===== src/rtl/pipeline_alu_pkg.sv =====
// Shared definitions for the MIPS execute stage: decoded ALU op codes,
// multiply/divide iteration count and the md unit state type.
package pipeline_defs;

  localparam int unsigned OP_W      = 5;
  localparam int unsigned MD_CYCLES = 32;

  localparam logic [OP_W-1:0] ALU_ADD   = 5'd0;
  localparam logic [OP_W-1:0] ALU_ADDU  = 5'd1;
  localparam logic [OP_W-1:0] ALU_SUB   = 5'd2;
  localparam logic [OP_W-1:0] ALU_SUBU  = 5'd3;
  localparam logic [OP_W-1:0] ALU_AND   = 5'd4;
  localparam logic [OP_W-1:0] ALU_OR    = 5'd5;
  localparam logic [OP_W-1:0] ALU_XOR   = 5'd6;
  localparam logic [OP_W-1:0] ALU_NOR   = 5'd7;
  localparam logic [OP_W-1:0] ALU_SLT   = 5'd8;
  localparam logic [OP_W-1:0] ALU_SLTU  = 5'd9;
  localparam logic [OP_W-1:0] ALU_SLL   = 5'd10;
  localparam logic [OP_W-1:0] ALU_SRL   = 5'd11;
  localparam logic [OP_W-1:0] ALU_SRA   = 5'd12;
  localparam logic [OP_W-1:0] ALU_SLLV  = 5'd13;
  localparam logic [OP_W-1:0] ALU_SRLV  = 5'd14;
  localparam logic [OP_W-1:0] ALU_SRAV  = 5'd15;
  localparam logic [OP_W-1:0] ALU_LUI   = 5'd16;
  localparam logic [OP_W-1:0] ALU_MFHI  = 5'd17;
  localparam logic [OP_W-1:0] ALU_MFLO  = 5'd18;
  localparam logic [OP_W-1:0] ALU_MULT  = 5'd19;
  localparam logic [OP_W-1:0] ALU_MULTU = 5'd20;
  localparam logic [OP_W-1:0] ALU_DIV   = 5'd21;
  localparam logic [OP_W-1:0] ALU_DIVU  = 5'd22;
  localparam logic [OP_W-1:0] ALU_MTHI  = 5'd23;
  localparam logic [OP_W-1:0] ALU_MTLO  = 5'd24;

  typedef enum logic [1:0] {
    MD_IDLE,
    MD_RUN,
    MD_FIX
  } md_state_t;

  // Ops that read or write HI/LO and must wait for the md unit
  function automatic logic is_hilo_op(input logic [OP_W-1:0] op);
    return op inside {ALU_MULT, ALU_MULTU, ALU_DIV, ALU_DIVU,
                      ALU_MTHI, ALU_MTLO, ALU_MFHI, ALU_MFLO};
  endfunction

  function automatic logic is_md_start(input logic [OP_W-1:0] op);
    return op inside {ALU_MULT, ALU_MULTU, ALU_DIV, ALU_DIVU};
  endfunction

endpackage


===== src/rtl/pipeline_alu_muldiv.sv =====
// Iterative 32-step multiply (shift-add) / divide (restoring) on operand
// magnitudes; sign correction and special cases are applied in FIX.
module pipeline_muldiv
  import pipeline_defs::*;
(
  input  logic            clk,
  input  logic            rst_n,
  input  logic            start,
  input  logic [OP_W-1:0] op,
  input  logic [31:0]     rs_val,
  input  logic [31:0]     rt_val,
  output logic            busy,
  output logic            done,
  output logic [31:0]     hi,
  output logic [31:0]     lo
);

  md_state_t   state_q, state_d;
  logic [4:0]  count_q;
  logic        is_div_q, neg_q, neg_r_q, div_zero_q;
  logic [31:0] dividend_q, operand_q, rem_q, quo_q;
  logic [63:0] prod_q;

  logic        signed_op, div_op, a_neg, b_neg;
  logic [31:0] a_mag, b_mag;
  logic [32:0] mul_sum, div_shift, div_diff;
  logic [63:0] prod_fix;

  always_comb begin
    signed_op = (op == ALU_MULT) || (op == ALU_DIV);
    div_op    = (op == ALU_DIV)  || (op == ALU_DIVU);
    a_neg     = signed_op & rs_val[31];
    b_neg     = signed_op & rt_val[31];
    a_mag     = a_neg ? (32'd0 - rs_val) : rs_val;
    b_mag     = b_neg ? (32'd0 - rt_val) : rt_val;
    mul_sum   = {1'b0, prod_q[63:32]} + (prod_q[0] ? {1'b0, operand_q} : 33'd0);
    div_shift = {rem_q, quo_q[31]};
    div_diff  = div_shift - {1'b0, operand_q};
  end

  always_ff @(posedge clk or negedge rst_n) begin
    if (!rst_n) state_q <= MD_IDLE;
    else        state_q <= state_d;
  end

  always_comb begin
    state_d = state_q;
    case (state_q)
      MD_IDLE: if (start) state_d = MD_RUN;
      MD_RUN:  if (count_q == '0) state_d = MD_FIX;
      MD_FIX:  state_d = MD_IDLE;
      default: state_d = MD_IDLE;
    endcase
    busy = (state_q != MD_IDLE);
    done = (state_q == MD_FIX);
  end

  always_ff @(posedge clk or negedge rst_n) begin
    if (!rst_n) begin
      count_q    <= '0;
      is_div_q   <= 1'b0;
      neg_q      <= 1'b0;
      neg_r_q    <= 1'b0;
      div_zero_q <= 1'b0;
      dividend_q <= '0;
      operand_q  <= '0;
      rem_q      <= '0;
      quo_q      <= '0;
      prod_q     <= '0;
    end else if (state_q == MD_IDLE && start) begin
      count_q    <= 5'(MD_CYCLES - 1);
      is_div_q   <= div_op;
      neg_q      <= a_neg ^ b_neg;
      neg_r_q    <= a_neg;
      div_zero_q <= div_op && (rt_val == '0);
      dividend_q <= rs_val;
      operand_q  <= b_mag;
      rem_q      <= '0;
      quo_q      <= a_mag;
      prod_q     <= {32'd0, a_mag};
    end else if (state_q == MD_RUN) begin
      count_q <= count_q - 5'd1;
      if (is_div_q) begin
        // Partial remainder stays below the divisor, so 32 bits suffice
        if (!div_diff[32]) begin
          rem_q <= div_diff[31:0];
          quo_q <= {quo_q[30:0], 1'b1};
        end else begin
          rem_q <= div_shift[31:0];
          quo_q <= {quo_q[30:0], 1'b0};
        end
      end else begin
        prod_q <= {mul_sum, prod_q[31:1]};
      end
    end
  end

  always_comb begin
    prod_fix = neg_q ? (64'd0 - prod_q) : prod_q;
    if (!is_div_q) begin
      hi = prod_fix[63:32];
      lo = prod_fix[31:0];
    end else if (div_zero_q) begin
      hi = dividend_q;
      lo = '1;
    end else begin
      hi = neg_r_q ? (32'd0 - rem_q) : rem_q;
      lo = neg_q   ? (32'd0 - quo_q) : quo_q;
    end
  end

endmodule


===== src/rtl/pipeline_alu.sv =====
// MIPS execute stage: single-cycle ALU with registered writeback triple,
// HI/LO registers and an iterative multiply/divide unit.
module pipeline_alu #(
  parameter int unsigned OP_W = 5
) (
  input  logic            clk,
  input  logic            rst_n,
  input  logic            in_valid,
  input  logic [OP_W-1:0] in_op,
  input  logic [31:0]     in_rs_val,
  input  logic [31:0]     in_rt_val,
  input  logic [31:0]     in_imm,
  input  logic            in_use_imm,
  input  logic [4:0]      in_shamt,
  input  logic [4:0]      in_rd_index,
  input  logic            in_regwrite,
  output logic            stall,
  output logic [4:0]      alu_rd_index,
  output logic [31:0]     alu_rd_val,
  output logic            alu_regwrite_enable,
  output logic            ovf_trap,
  output logic            md_busy
);
  import pipeline_defs::*;

  logic [31:0] hi_q, lo_q, md_hi, md_lo;
  logic [31:0] op_b, add_res, sub_res, result;
  logic        add_ovf, sub_ovf, ovf, gpr_op;
  logic        fire, trap, write, md_start, md_done;

  always_comb begin
    op_b     = in_use_imm ? in_imm : in_rt_val;
    stall    = in_valid & is_hilo_op(in_op) & md_busy;
    fire     = in_valid & ~stall;
    add_res  = in_rs_val + op_b;
    sub_res  = in_rs_val - op_b;
    add_ovf  = (in_rs_val[31] == op_b[31]) && (add_res[31] != in_rs_val[31]);
    sub_ovf  = (in_rs_val[31] != op_b[31]) && (sub_res[31] != in_rs_val[31]);
    result   = '0;
    ovf      = 1'b0;
    gpr_op   = 1'b1;
    case (in_op)
      ALU_ADD:  begin result = add_res; ovf = add_ovf; end
      ALU_ADDU: result = add_res;
      ALU_SUB:  begin result = sub_res; ovf = sub_ovf; end
      ALU_SUBU: result = sub_res;
      ALU_AND:  result = in_rs_val & op_b;
      ALU_OR:   result = in_rs_val | op_b;
      ALU_XOR:  result = in_rs_val ^ op_b;
      ALU_NOR:  result = ~(in_rs_val | op_b);
      ALU_SLT:  result = {31'd0, $signed(in_rs_val) < $signed(op_b)};
      ALU_SLTU: result = {31'd0, in_rs_val < op_b};
      ALU_SLL:  result = op_b << in_shamt;
      ALU_SRL:  result = op_b >> in_shamt;
      ALU_SRA:  result = $unsigned($signed(op_b) >>> in_shamt);
      ALU_SLLV: result = op_b << in_rs_val[4:0];
      ALU_SRLV: result = op_b >> in_rs_val[4:0];
      ALU_SRAV: result = $unsigned($signed(op_b) >>> in_rs_val[4:0]);
      ALU_LUI:  result = {in_imm[15:0], 16'h0000};
      ALU_MFHI: result = hi_q;
      ALU_MFLO: result = lo_q;
      default:  gpr_op = 1'b0;
    endcase
    trap     = fire & ovf;
    // Index 0 doubles as "no write" for the bypass network
    write    = fire & in_regwrite & (in_rd_index != '0) & gpr_op & ~ovf;
    md_start = fire & is_md_start(in_op);
  end

  pipeline_muldiv u_muldiv (
    .clk    (clk),
    .rst_n  (rst_n),
    .start  (md_start),
    .op     (in_op),
    .rs_val (in_rs_val),
    .rt_val (op_b),
    .busy   (md_busy),
    .done   (md_done),
    .hi     (md_hi),
    .lo     (md_lo)
  );

  always_ff @(posedge clk or negedge rst_n) begin
    if (!rst_n) begin
      alu_rd_index        <= '0;
      alu_rd_val          <= '0;
      alu_regwrite_enable <= 1'b0;
      ovf_trap            <= 1'b0;
    end else begin
      alu_rd_index        <= write ? in_rd_index : 5'd0;
      alu_rd_val          <= write ? result : 32'd0;
      alu_regwrite_enable <= write;
      ovf_trap            <= trap;
    end
  end

  // MTHI/MTLO stall while busy, so they never collide with the done write
  always_ff @(posedge clk or negedge rst_n) begin
    if (!rst_n) begin
      hi_q <= '0;
      lo_q <= '0;
    end else if (md_done) begin
      hi_q <= md_hi;
      lo_q <= md_lo;
    end else if (fire && in_op == ALU_MTHI) begin
      hi_q <= in_rs_val;
    end else if (fire && in_op == ALU_MTLO) begin
      lo_q <= in_rs_val;
    end
  end

endmodule


===== config.mk =====
export PLATFORM = sky130hd
export DESIGN_NAME = pipeline_alu
export DESIGN_NICKNAME = d
export VERILOG_FILES = /design/src/rtl/pipeline_alu_pkg.sv /design/src/rtl/pipeline_alu_muldiv.sv /design/src/rtl/pipeline_alu.sv
export SDC_FILE = /design/constraint.sdc
export NUM_CORES = 2
export LEC_CHECK = 0
export ABC_AREA = 1
export BUFFER_PORTS_ARGS = -buffer_cell sky130_fd_sc_hd__buf_2
export CORE_MARGIN = 8
export CORE_UTILIZATION = 45
export DETAILED_ROUTE_END_ITERATION = 8
export GPL_ROUTABILITY_DRIVEN = 1
export HOLD_SLACK_MARGIN = 0.1
export SKIP_LAST_GASP = 1
export SLEW_MARGIN = 40
export SYNTH_ARGS = -nofsm -noshare
export SYNTH_HDL_FRONTEND = slang
export SYNTH_SLANG_ARGS = --single-unit

===== constraint.sdc =====
create_clock -name clk -period 4.7 [get_ports clk]
set_input_delay 0.235 -clock clk [delete_from_list [all_inputs] [get_ports clk]]
set_output_delay 0.235 -clock clk [all_outputs]
set_load 0.05 [all_outputs]

==> results_dict.tcl <==
set metrics [dict create \
    outcome "finished, final reports clean" \
    leakagePower_uw 0.0193 \
    finalSetupViolCount 0 \
    yosysTopAreaCell "dfrtp_1" \
    pwr-share-comb_pct 58.5 \
    ios 157 \
    track_usage_pct 47.6 \
    power.share.switching_pct 54.3 \
    ir_drop_mv 0.274 \
    p_switching_uw 10100 \
    grt-ovfl-total 0 \
    cpMostUsedCell "nand2_1" \
    grt.met3_usage_pct 15.5 \
    yosysWarnings 0 \
    rsz0062_at_grt "false" \
    finalHoldViolations 0 \
    p_seq_share_pct 24.1 \
    initial_core_util_pct 45.1 \
    cts_tree "yes" \
    clock_latency_ns 0.62 \
    fp.coreArea_sq_mm 0.0770 \
    antenna_found_initial 16 \
    io_buffers 156 \
    dp_hpwl_um 169000 \
    row_count 102 \
    clkTransAtPathRegs_ns 0.06 \
    numClockSinks 306 \
    htreeDepth 2 \
    relSlewSlack_pct 34.4 \
    cp_max_fo 22 \
    drc 0 \
    ys.flop_type "dfrtp_1" \
    die_w_um 294 \
    skew_ns 0.0539 \
    cts_buffers 40 \
    grt_pass1_wl_um 300000 \
    netlist_instances 5827 \
    fin_crit_sh_pct 87.2 \
    fin_nets 6296 \
    hold_path_class "primary input to register" \
    grt_util_met1_pct 57.4 \
    max_freq_mhz 244 \
    async_reset_ff_share_pct 100 \
    cts_root_buf "clkbuf_16" \
    critPathLaunchType "primary input" \
    crit_required_ns 5.17 \
    cts_resized 0 \
    critical_path_class "primary input to register" \
    slowest_stage "o21ai_2" \
    wl_per_cell_um 30.2 \
    via_per_inst 6.43 \
    initialDrtViolationCount 7016 \
    yosysSeqAreaShare_pct 22.0 \
    fin_crit_ns 4.10 \
    synth_area_leaders "dfrtp_1, nand2_1, nand3_1" \
    area_growth_syn_to_layout_pct 12.1 \
    critPathCaptureType "register" \
    power_uw 18600 \
    design_area_sq_mm 0.0389 \
    worst_pin_slew_ns 0.983 \
    vias 45566 \
    slew_violations 0 \
    multi_input_area_sq_mm 0.0236 \
    synth_most_common_cell "nand2_1" \
    power_frac_clock_pct 17.4 \
    crit_start "in_use_imm" \
    seq_area_sq_mm 0.00766 \
    nFillCells 8155 \
    cp_cell_sequence "buf_2, buf_12, o21ai_2, inv_1, fa_1, nand2_1, nand2_1, o21ai_1, o21ai_0, buf_4, a21oi_1, o21ai_0, nand2_1, nand3_1, nand3_1, nand3_1, nand2_1, inv_1" \
    critPathMaxStageDelay_ns 0.60 \
    grt_max_degree 91 \
    yosys-top-cells-count "nand2_1, nand3_1, inv_1, nor2_1, o21ai_0" \
    cp_top_family "compound AO/OA/AOI/OAI gates" \
    netlist_area_sq_mm 0.0347 \
    synth_edf_count 0 \
    drive_gt1_share_pct 9.80 \
    first_global_vias 41779 \
    die-area_sq_mm 0.0864 \
    synth_fp_nets 6125 \
    grt_busiest_layer "met2" \
    die_y_um 294 \
    ant_nets 0 \
    syn_area_per_cell_sq_um 5.96 \
    r2r-start "u_muldiv.prod_q[1]" \
    first_pass_iters 9 \
    cap_viol_max_count 0 \
    drt_wl_total_um 214000 \
    arrival_ns 4.57 \
    finalSetupTns_ns 0 \
    use_met2_pct 67.9 \
    fin_ws_ns 0.600 \
    pre_cts_ws_ns 0.334 \
    placed_area_sq_mm 0.0375 \
    ys_ff_latch 306 \
    gp_congestion 1.17 \
    min_from "in_imm[10]" \
    path_buf_inv 5 \
    cts_buffer_depth 3 \
    synth_top_area_share_pct 22.0 \
    p_per_area_mw_per_mm2 477 \
    internal_power_uw 8480 \
    ys_types 60 \
]
==> tightest hold or removal path: stages <==
cell	delay, ns
buf_2	0.14
nand2_1	0.07
nand3_1	0.07
nor2_1	0.09
a21oi_1	0.06
==> layer usage <==
metal / share of wire [%] / up-vias
li1: - / 19874
met2: 40 / 3518
met1: 36 / 21224
met4: 11 / 12
met3: 13 / 938
met5: 0.039 / -
==> cell families (layout without fill, tap and decap cells) <==
| group | after synthesis | count (layout) | share of synthesized area (%) |
|---|---|---|---|
| flip-flops | 306 | 306 | 22.0 |
| XOR/XNOR | 88 | 88 | 2.22 |
| adder cells (fa/ha/maj) | 182 | 182 | 6.64 |
| other | 0 | 14 | 0 |
| AO/OA/AOI/OAI | 1141 | 1141 | 19.3 |
| AND/OR/NAND/NOR | 3221 | 3221 | 39.6 |
| buffers and inverters | 889 | 1090 | 10.2 |
==> placed cells by master (no fill, tap or decap), types with 79 or more instances in the layout <==
cell      synthesis  layout
o21ai_0         427     421
buf_2            74     156
nand4_1          79      79
buf_4            16     211
nand2_1        1630    1627
a21oi_1         313     313
o211ai_1        109     109
inv_1           593     591
nand3_1         782     782
dfrtp_1         306     304
ha_1            178     178
nor2_1          534     527
==> stage by stage <==
stage / utilization (%) / instances / hold WS (ns)
6_report: 50.6 / 7082 / 0.135
5_1_grt: 50.6 / 7068 / 0.166
4_1_cts: 50.5 / 7068 / 0.115
3_5_place_dp: 48.7 / 6989 / 0.309
3_3_place_gp: 48.7 / 6988 / 0.308
2_1_floorplan: - / 5827 / -0.0606
==> sequential cells by signal, indices dropped and copies added (netlist names) <==
signal,flops
hi_q,32
u_muldiv.prod_q,64
u_muldiv.dividend_q,32
alu_regwrite_enable,1
u_muldiv.operand_q,32
u_muldiv.div_zero_q,1
u_muldiv.neg_q,1
lo_q,32
u_muldiv.neg_r_q,1
u_muldiv.rem_q,32
u_muldiv.count_q,5
alu_rd_val,32
u_muldiv.state_q,2
u_muldiv.is_div_q,1
u_muldiv.quo_q,32
ovf_trap,1
alu_rd_index,5
==> path summary, 6_finish.rpt <==
kind                                      endpoint  slack (ns)  depth (start not counted)
max                                 alu_rd_val[28]        0.60                         18
min                                 alu_rd_val[26]        0.14                          5
max reg2reg                               hi_q[12]        0.67                         13
min reg2reg                u_muldiv.dividend_q[22]        0.49                          2
max in group asynchronous        u_muldiv.is_div_q        3.17                          3
min in group asynchronous      u_muldiv.prod_q[44]        0.22                          2
==> final cells by class <==
| class | count | area share [%] |
|---|---|---|
| diodes | 14 | 0.0900 |
| clock buffers | 57 | 2.91 |
| clock inverters | 15 | 0.418 |
| inverters | 635 | 6.13 |
| multi-input cells | 4632 | 60.7 |
| flip-flops and latches | 306 | 19.7 |
| well taps | 1040 | 3.34 |
| repair buffers | 383 | 6.70 |
==> timing repair <==
item,in CTS,in global routing
hold buffers,7,0
buffers inserted,0,0
endpoints found under the hold margin,92,0
==> power by group through the flow <==
stage / clock, uW / sequential, uW / combinational [uW]
2_1_floorplan: 0 / 4010 / 7120
3_3_place_gp: 0 / 4420 / 10200
3_5_place_dp: 0 / 4430 / 10300
4_1_cts: 3210 / 4400 / 10400
5_1_grt: 3300 / 4520 / 11700
6_report: 3230 / 4470 / 10900
(Power assumes the default switching activity.)
